==> src/rtl/alu_pkg.sv <==
// rtl/alu_pkg.sv - op-code enum and default width shared by the ALU files
package alu_pkg;

  localparam int ALU_WIDTH = 4;

  typedef enum logic [2:0] {
    OP_ADD = 3'b000,
    OP_SUB = 3'b001,
    OP_NOT = 3'b010,
    OP_AND = 3'b011,
    OP_OR  = 3'b100,
    OP_XOR = 3'b101,
    OP_SLT = 3'b110,
    OP_EQ  = 3'b111
  } op_e;

endpackage

==> src/rtl/alu_addsub.sv <==
// rtl/alu_addsub.sv - WIDTH-bit adder with optional Y/carry inversion for subtract
// Carry out is the raw adder carry; the caller turns it into a borrow.
module alu_addsub
  import alu_pkg::*;
#(
  parameter int WIDTH = ALU_WIDTH
) (
  input  logic [WIDTH-1:0] x_i,
  input  logic [WIDTH-1:0] y_i,
  input  logic             cin_i,
  input  logic             sub_i,
  output logic [WIDTH-1:0] sum_o,
  output logic             cout_o,
  output logic             ovf_o
);

  logic [WIDTH-1:0] y_eff;
  logic             c_eff;

  assign y_eff = sub_i ? ~y_i : y_i;
  assign c_eff = sub_i ? ~cin_i : cin_i;

  assign {cout_o, sum_o} = {1'b0, x_i} + {1'b0, y_eff} + {{WIDTH{1'b0}}, c_eff};

  // Signed overflow of the actual addition performed, valid for both add and subtract.
  assign ovf_o = (x_i[WIDTH-1] == y_eff[WIDTH-1]) && (sum_o[WIDTH-1] != x_i[WIDTH-1]);

endmodule

==> src/rtl/alu_unit.sv <==
// rtl/alu_unit.sv - registered two-operand ALU: op decode, zero detect, output stage
// ALU_CMP_EN enables the SLT/EQ comparators; without it those ops return zero.
module alu_unit
  import alu_pkg::*;
#(
  parameter int WIDTH = ALU_WIDTH
) (
  input  logic             clk,
  input  logic             rst,
  input  logic [2:0]       op,
  input  logic             in_c,
  input  logic [WIDTH-1:0] in_x,
  input  logic [WIDTH-1:0] in_y,
  output logic [WIDTH-1:0] out_s,
  output logic             out_c,
  output logic             zero,
  output logic             overflow
);

  logic             as_sub;
  logic             as_cin;
  logic [WIDTH-1:0] as_sum;
  logic             as_cout;
  logic             as_ovf;

`ifdef ALU_CMP_EN
  // SLT reuses the subtractor with the borrow-in forced low.
  assign as_sub = (op == OP_SUB) || (op == OP_SLT);
  assign as_cin = (op == OP_SLT) ? 1'b0 : in_c;
`else
  assign as_sub = (op == OP_SUB);
  assign as_cin = in_c;
`endif

  alu_addsub #(.WIDTH(WIDTH)) u_addsub (
    .x_i    (in_x),
    .y_i    (in_y),
    .cin_i  (as_cin),
    .sub_i  (as_sub),
    .sum_o  (as_sum),
    .cout_o (as_cout),
    .ovf_o  (as_ovf)
  );

  logic [WIDTH-1:0] s_d, s_q;
  logic             c_d, c_q;
  logic             ovf_d, ovf_q;
  logic             zero_d, zero_q;

  always_comb begin
    s_d   = '0;
    c_d   = 1'b0;
    ovf_d = 1'b0;
    case (op_e'(op))
      OP_ADD: begin s_d = as_sum; c_d = as_cout;  ovf_d = as_ovf; end
      OP_SUB: begin s_d = as_sum; c_d = ~as_cout; ovf_d = as_ovf; end
      OP_NOT: s_d = ~in_x;
      OP_AND: s_d = in_x & in_y;
      OP_OR:  s_d = in_x | in_y;
      OP_XOR: s_d = in_x ^ in_y;
`ifdef ALU_CMP_EN
      // Sign XOR overflow gives the true signed less-than even when X-Y wraps.
      OP_SLT: s_d = {{(WIDTH-1){1'b0}}, as_sum[WIDTH-1] ^ as_ovf};
      OP_EQ:  s_d = {{(WIDTH-1){1'b0}}, (in_x == in_y)};
`endif
      default: s_d = '0;
    endcase
    zero_d = (s_d == '0);
  end

  always_ff @(posedge clk or posedge rst) begin
    if (rst) begin
      s_q    <= '0;
      c_q    <= 1'b0;
      ovf_q  <= 1'b0;
      zero_q <= 1'b1;
    end else begin
      s_q    <= s_d;
      c_q    <= c_d;
      ovf_q  <= ovf_d;
      zero_q <= zero_d;
    end
  end

  assign out_s    = s_q;
  assign out_c    = c_q;
  assign overflow = ovf_q;
  assign zero     = zero_q;

endmodule

==> config.mk <==
export PLATFORM = sky130hd
export DESIGN_NAME = alu_unit
export DESIGN_NICKNAME = d
export VERILOG_FILES = /design/src/rtl/alu_pkg.sv /design/src/rtl/alu_addsub.sv /design/src/rtl/alu_unit.sv
export SDC_FILE = /design/constraint.sdc
export NUM_CORES = 1
export LEC_CHECK = 0
export ABC_AREA = 1
export ABC_CLOCK_PERIOD_IN_PS = 800
export CELL_PAD_IN_SITES_DETAIL_PLACEMENT = 0
export CELL_PAD_IN_SITES_GLOBAL_PLACEMENT = 1
export CORE_ASPECT_RATIO = 0.7
export CORE_UTILIZATION = 34
export CTS_CLUSTER_DIAMETER = 30
export DETAILED_ROUTE_END_ITERATION = 10
export HOLD_SLACK_MARGIN = 0.12
export PLACE_DENSITY = 0.81
export SLEW_MARGIN = 20
export SYNTH_ARGS = -nofsm -noshare
export SYNTH_HDL_FRONTEND = slang
export SYNTH_SLANG_ARGS = --single-unit
==> constraint.sdc <==
create_clock -name clk -period 0.8 [get_ports clk]
set_clock_uncertainty 0.15 [all_clocks]
set_input_delay 0.12 -clock clk [delete_from_list [all_inputs] [get_ports clk]]
set_output_delay 0.12 -clock clk [all_outputs]
set_load 0.03 [all_outputs]
# Word level (Yosys, flattened, before mapping)
# Cells that the tools add are included.
# word_totals
regBits	7
out_inout_bits	7
word_cells	29
# op_classes
add_sub_neg	2
n_eq_ne	7
muxes	5
bitwise_logic	7
n_reduce_logical	4
# op_table
operator	count
$pmux W4 S5	1
$not A4 Y4	2
$eq A3 B2 Y1 const B	2
$eq A3 B3 Y1 const B	2
$add A4 B4 Y5	1
$add A5 B1 Y5	1
$and A4 B4 Y4	1
$logic_not A4 Y1	1
$mux W4	1
$or A4 B4 Y4	1
$xor A4 B4 Y4	1
$eq A3 B1 Y1 const B	1
$logic_not A3 Y1	1
$mux W1	2
$not A1 Y1	2
$pmux W1 S2	1
$reduce_or A2 Y1	1
$eq A1 B1 Y1	1
$logic_and A1 B1 Y1	1
$ne A1 B1 Y1	1

# Longest topological paths before layout
# logic_depth
word_depth	7
mapped_depth	14

# Cells and area by module
# From an unflattened synthesis, not the netlist that was laid out.
# hier_totals
cells_unflattened	107
hier_area_um2	789.5
# by_module_without_submodules
module	n_inst	cells_each	area_each_um2	seq_area_each_um2
alu_unit	1	77	569.3	176.4
alu_addsub	1	30	220.2	0.0

# Worst setup path after synthesis
# Ideal clock, no wire load.
# synth_timing
path_type	input to register
start	in op[1]
end	reg zero_q (netlist: zero)
setup_ps	67
arrival_ps	1897
required_ps	583
setup_slack_ps	-1314
cell_stages	12
n_path_buf	1
path_cell_list	buf_6 nor2_8 nand2_2 xor2_1 fa_1 inv_1 fa_1 nand2_1 o21ai_1 nor2_2 nand2_1 nor2_1
# synth_via
elab_chain_len	6
elab_cells_between_ends	13
# synth_rtl
element	line_no	source
start, declared	alu_unit.sv:10	input logic [2:0] op,
$eq A3 B1 Y1	alu_unit.sv:31, alu_unit.sv:54	
$mux W4	alu_addsub.sv:20	assign y_eff = sub_i ? ~y_i : y_i;
$add A4 B4 Y5	alu_addsub.sv:23	assign {cout_o, sum_o} = {1'b0, x_i} + {1'b0, y_eff} + {{WIDTH{1'b0}}, c_eff};
$add A5 B1 Y5	alu_addsub.sv:23	
$pmux W4 S5 (*)	alu_unit.sv:54	case (op_e'(op))
$logic_not A4 Y1 (*)	alu_unit.sv:68	zero_d = (s_d == '0);
named net zero_d	alu_unit.sv:48	logic zero_d, zero_q;
end signal, assigned	alu_unit.sv:81	zero_q <= zero_d;
end, declared	alu_unit.sv:48	
# Mark *: on every way through the listed nets, which the timed path passes. The rest lies on a longest branch.

# Final worst setup path
# layout_timing
start	in op[2]
end	reg zero_q (netlist: zero)
# The elaborated chain is that of the path after synthesis.

==> metrics.md <==
| Metric | Value |
|---|---|
| Bufs on Longest Clock Path | 2 |
| CTS sink count | 7 |
| Fin crit period | 1862 ps |
| Power Density | 1172 nW/um^2 |
| Actual slew at the worst max-slew pin | ~310 ps |
| Post-Syn Area | around 830 sq um |
| Syn nets | 134 |
| Largest net degree at the start of global routing | 11 |
| Initial antenna violation count | 0 |
| Ranking of synthesized cells by area | dfrtp_1, ha_1, inv_1, nand4_1, nand3_1 |
| Fin. Hold Viols | 0 |
| Mean post-synth cell area | approximately 7.7 sq um |
| Violated checks | negative setup slack |
| Min Hold Slack | between 20 and 25 ps |
| Met1 WL | about 980 microns |
| Most frequent cells after synthesis | inv_1, nand4_1, nand2_1 |
| Routability Congestion | between 0.8 and 0.9 |
| Relative slew slack | 0.7904 |
| Die Area | around 2600 sq um |
| Vias in the first global route | 755 |
| Clock slew at reported path FFs | approximately 50 ps |
| PnR worst setup slack | -1062 ps |
| Post-synthesis cell type count | 22 |
| Share of the yosys chip area belonging to registers | 0.2133 |
| WS Path Type | in -> reg |
| WP data required | slightly above 800 ps |
| Achievable Freq | between 0.5 and 0.6 GHz |
| Wire length on met3 | ~47 microns |
| Num rows | 14 |
| Crit path capture type | register |
| CP startpoint kind | input port |
| Post-DP Area | roughly 1200 sq um |
| Status | finished, violations left |
| Lkg Pwr | a little over 0.7 nW |
| Slew Limit Fails | 0 |
| Remaining DRCs | 0 |
| Ys Warns | 0 |
| DRT Pass-1 Iters | 4 |
| Layout cells sized above 1 | 0.4805 |
| Iter 0 DRT Violations | 20 |
| Period Utilization, post-route | 2.327 |
| TritonCTS clock tree | yes |
| WL final | 2.228 mm |
| Post-synth ARST share | 1.000 |
| # IOs | 21 |
| HPWL after DPL | 1.586 mm |
| Syn Inst Count | 107 |
| Fin Setup TNS | -8023 ps |
| RSZ-0062 raised after global routing | yes |
| Die height | 43.27 microns |
| Top sig layer | met4 |
| Area Overhead vs Synth | 70.80% |
| Met2 WL | ~1.2 mm |
| Core area | 2225 sq um |
| Critical path peak fanout | 3 |
| Die span in x | a little over 60 microns |
| EDFF count, synth | 0 |
| CTS HTree Levels | 1 |
| Inserted Diodes | 0 |
| Placed cell count | 175 |
| Post-synth top area share | 0.1815 |
| Max cap viols | 0 |
| Final ANT Viol Nets | 0 |
| Port Buffer Count | 20 |
| Count leader, synth | inv_1 |
| Global route overflow | 0 |
| Synth area leader | dfrtp_1 |
| Via Count | 887 |
| Avg WL per Cell | ~12 microns |
| Drt via density | ~4.8 |
| Seq cells post-synth | 7 |
| Layout net count | between 150 and 200 |
| Overall routing resource usage | 0.1779 |
| CTS root buf | clkbuf_4 |
| WP data arrival | between 1500 and 2000 ps |
| Ys flop type | dfrtp_1 |
| Fin area | between 1000 and 1500 sq um |
| Dpl ws | -1746 ps |
| Worst VDD drop | about 0.36 mV |
| Initial core utilization | 0.3718 |
| Non-filler cells, final | 186 |
| Hold Crit Class | in -> async |
| Num CTS Buffers | 3 |
| First-pass GRT wire length | 3.346 mm |
| Final setup fails | 14 |
[final cells by class]
class | count | area (sq um)
clock buffers | 4 | 26.28
fillers | 195 | 812.0
inverters | 28 | 112.6
multi-input cells | 69 | 639.4
flip-flops and latches | 7 | 176.4
well taps | 32 | 40.04
repair buffers | 46 | 417.9
[critical path, cell delays in order]
cell,delay [ps]
buf_8,100
nor2_8,110
nand2_4,90
xor2_4,160
fa_2,390
inv_2,80
fa_2,420
nand2_2,80
o21ai_2,60
nor2_2,110
nand2_1,70
nor2_1,100
[through the flow]
stage	utilization	total power, mW
3_5_place_dp	0.5337	1.130
5_1_grt	0.6350	1.769
3_3_place_gp	0.5337	1.120
4_1_cts	0.5782	1.512
6_report	0.6350	1.655
2_1_floorplan	-	0.8538
[power breakdown]
part / total [mW] / internal, mW / switching, mW
Clock: 0.306 / 0.189 / 0.117
Combinational: 0.925 / 0.439 / 0.485
Sequential: 0.424 / 0.405 / 0.0188
Total: 1.66 / 1.03 / 0.621
[kinds of logic (layout without fill, tap and decap cells)]
| group | Yosys count | in the layout | share of synthesized area |
|---|---|---|---|
| adders and majority gates | 13 | 13 | 0.2148 |
| buffers and inverters | 31 | 78 | 0.1800 |
| DFF | 7 | 7 | 0.2133 |
| xor gates and xnor gates | 5 | 5 | 0.05295 |
| and+or+nand+nor | 44 | 44 | 0.2950 |
| AOI/OAI and AO/OA | 7 | 7 | 0.04387 |
[worst max path at each step]
| stage | depth (start not counted) | startpoint | to |
|---|---|---|---|
| after CTS | 12 | op[1] | zero |
| after floorplan | 12 | op[2] | zero |
| after global routing | 11 | in_c | zero |
| after global placement | 14 | op[2] | zero |
| after detailed placement | 14 | op[2] | zero |
| final | 12 | op[2] | zero |
[routing by layer]
metal	global-route usage	vias to the layer above
li1	-	437
met1	0.2315	425
met2	0.2901	21
met3	0.01220	4
met4	0.09545	0
met5	0	-
[repair_timing]
item	in CTS	in global routing
gates resized for setup	36	23
setup buffers	3	4
setup endpoints to repair	14	14
hold endpoints to repair	7	7
pin swaps	16	19
[flip-flops by register name (all words and copies together), names as in the netlist]
register,count
zero,1
overflow,1
out_c,1
out_s,4
[cell usage in the layout (no fill, tap or decap), types with 2 or more instances in the layout]
master	n
o21ai_2	2
clkbuf_4	3
dfrtp_1	6
nand3_2	4
xor2_1	3
ha_1	9
nor2_2	3
o21ai_1	2
dlygate4sd2_1	2
inv_1	21
inv_2	5
clkdlybuf4s50_1	7
buf_6	10
ha_4	2
nand3_1	7
nand2_4	2
nand2_1	6
nand4_1	13
nor2_1	2
fa_2	2
buf_8	2
buf_4	23
nand2_2	5
(Power assumes the default switching activity.)
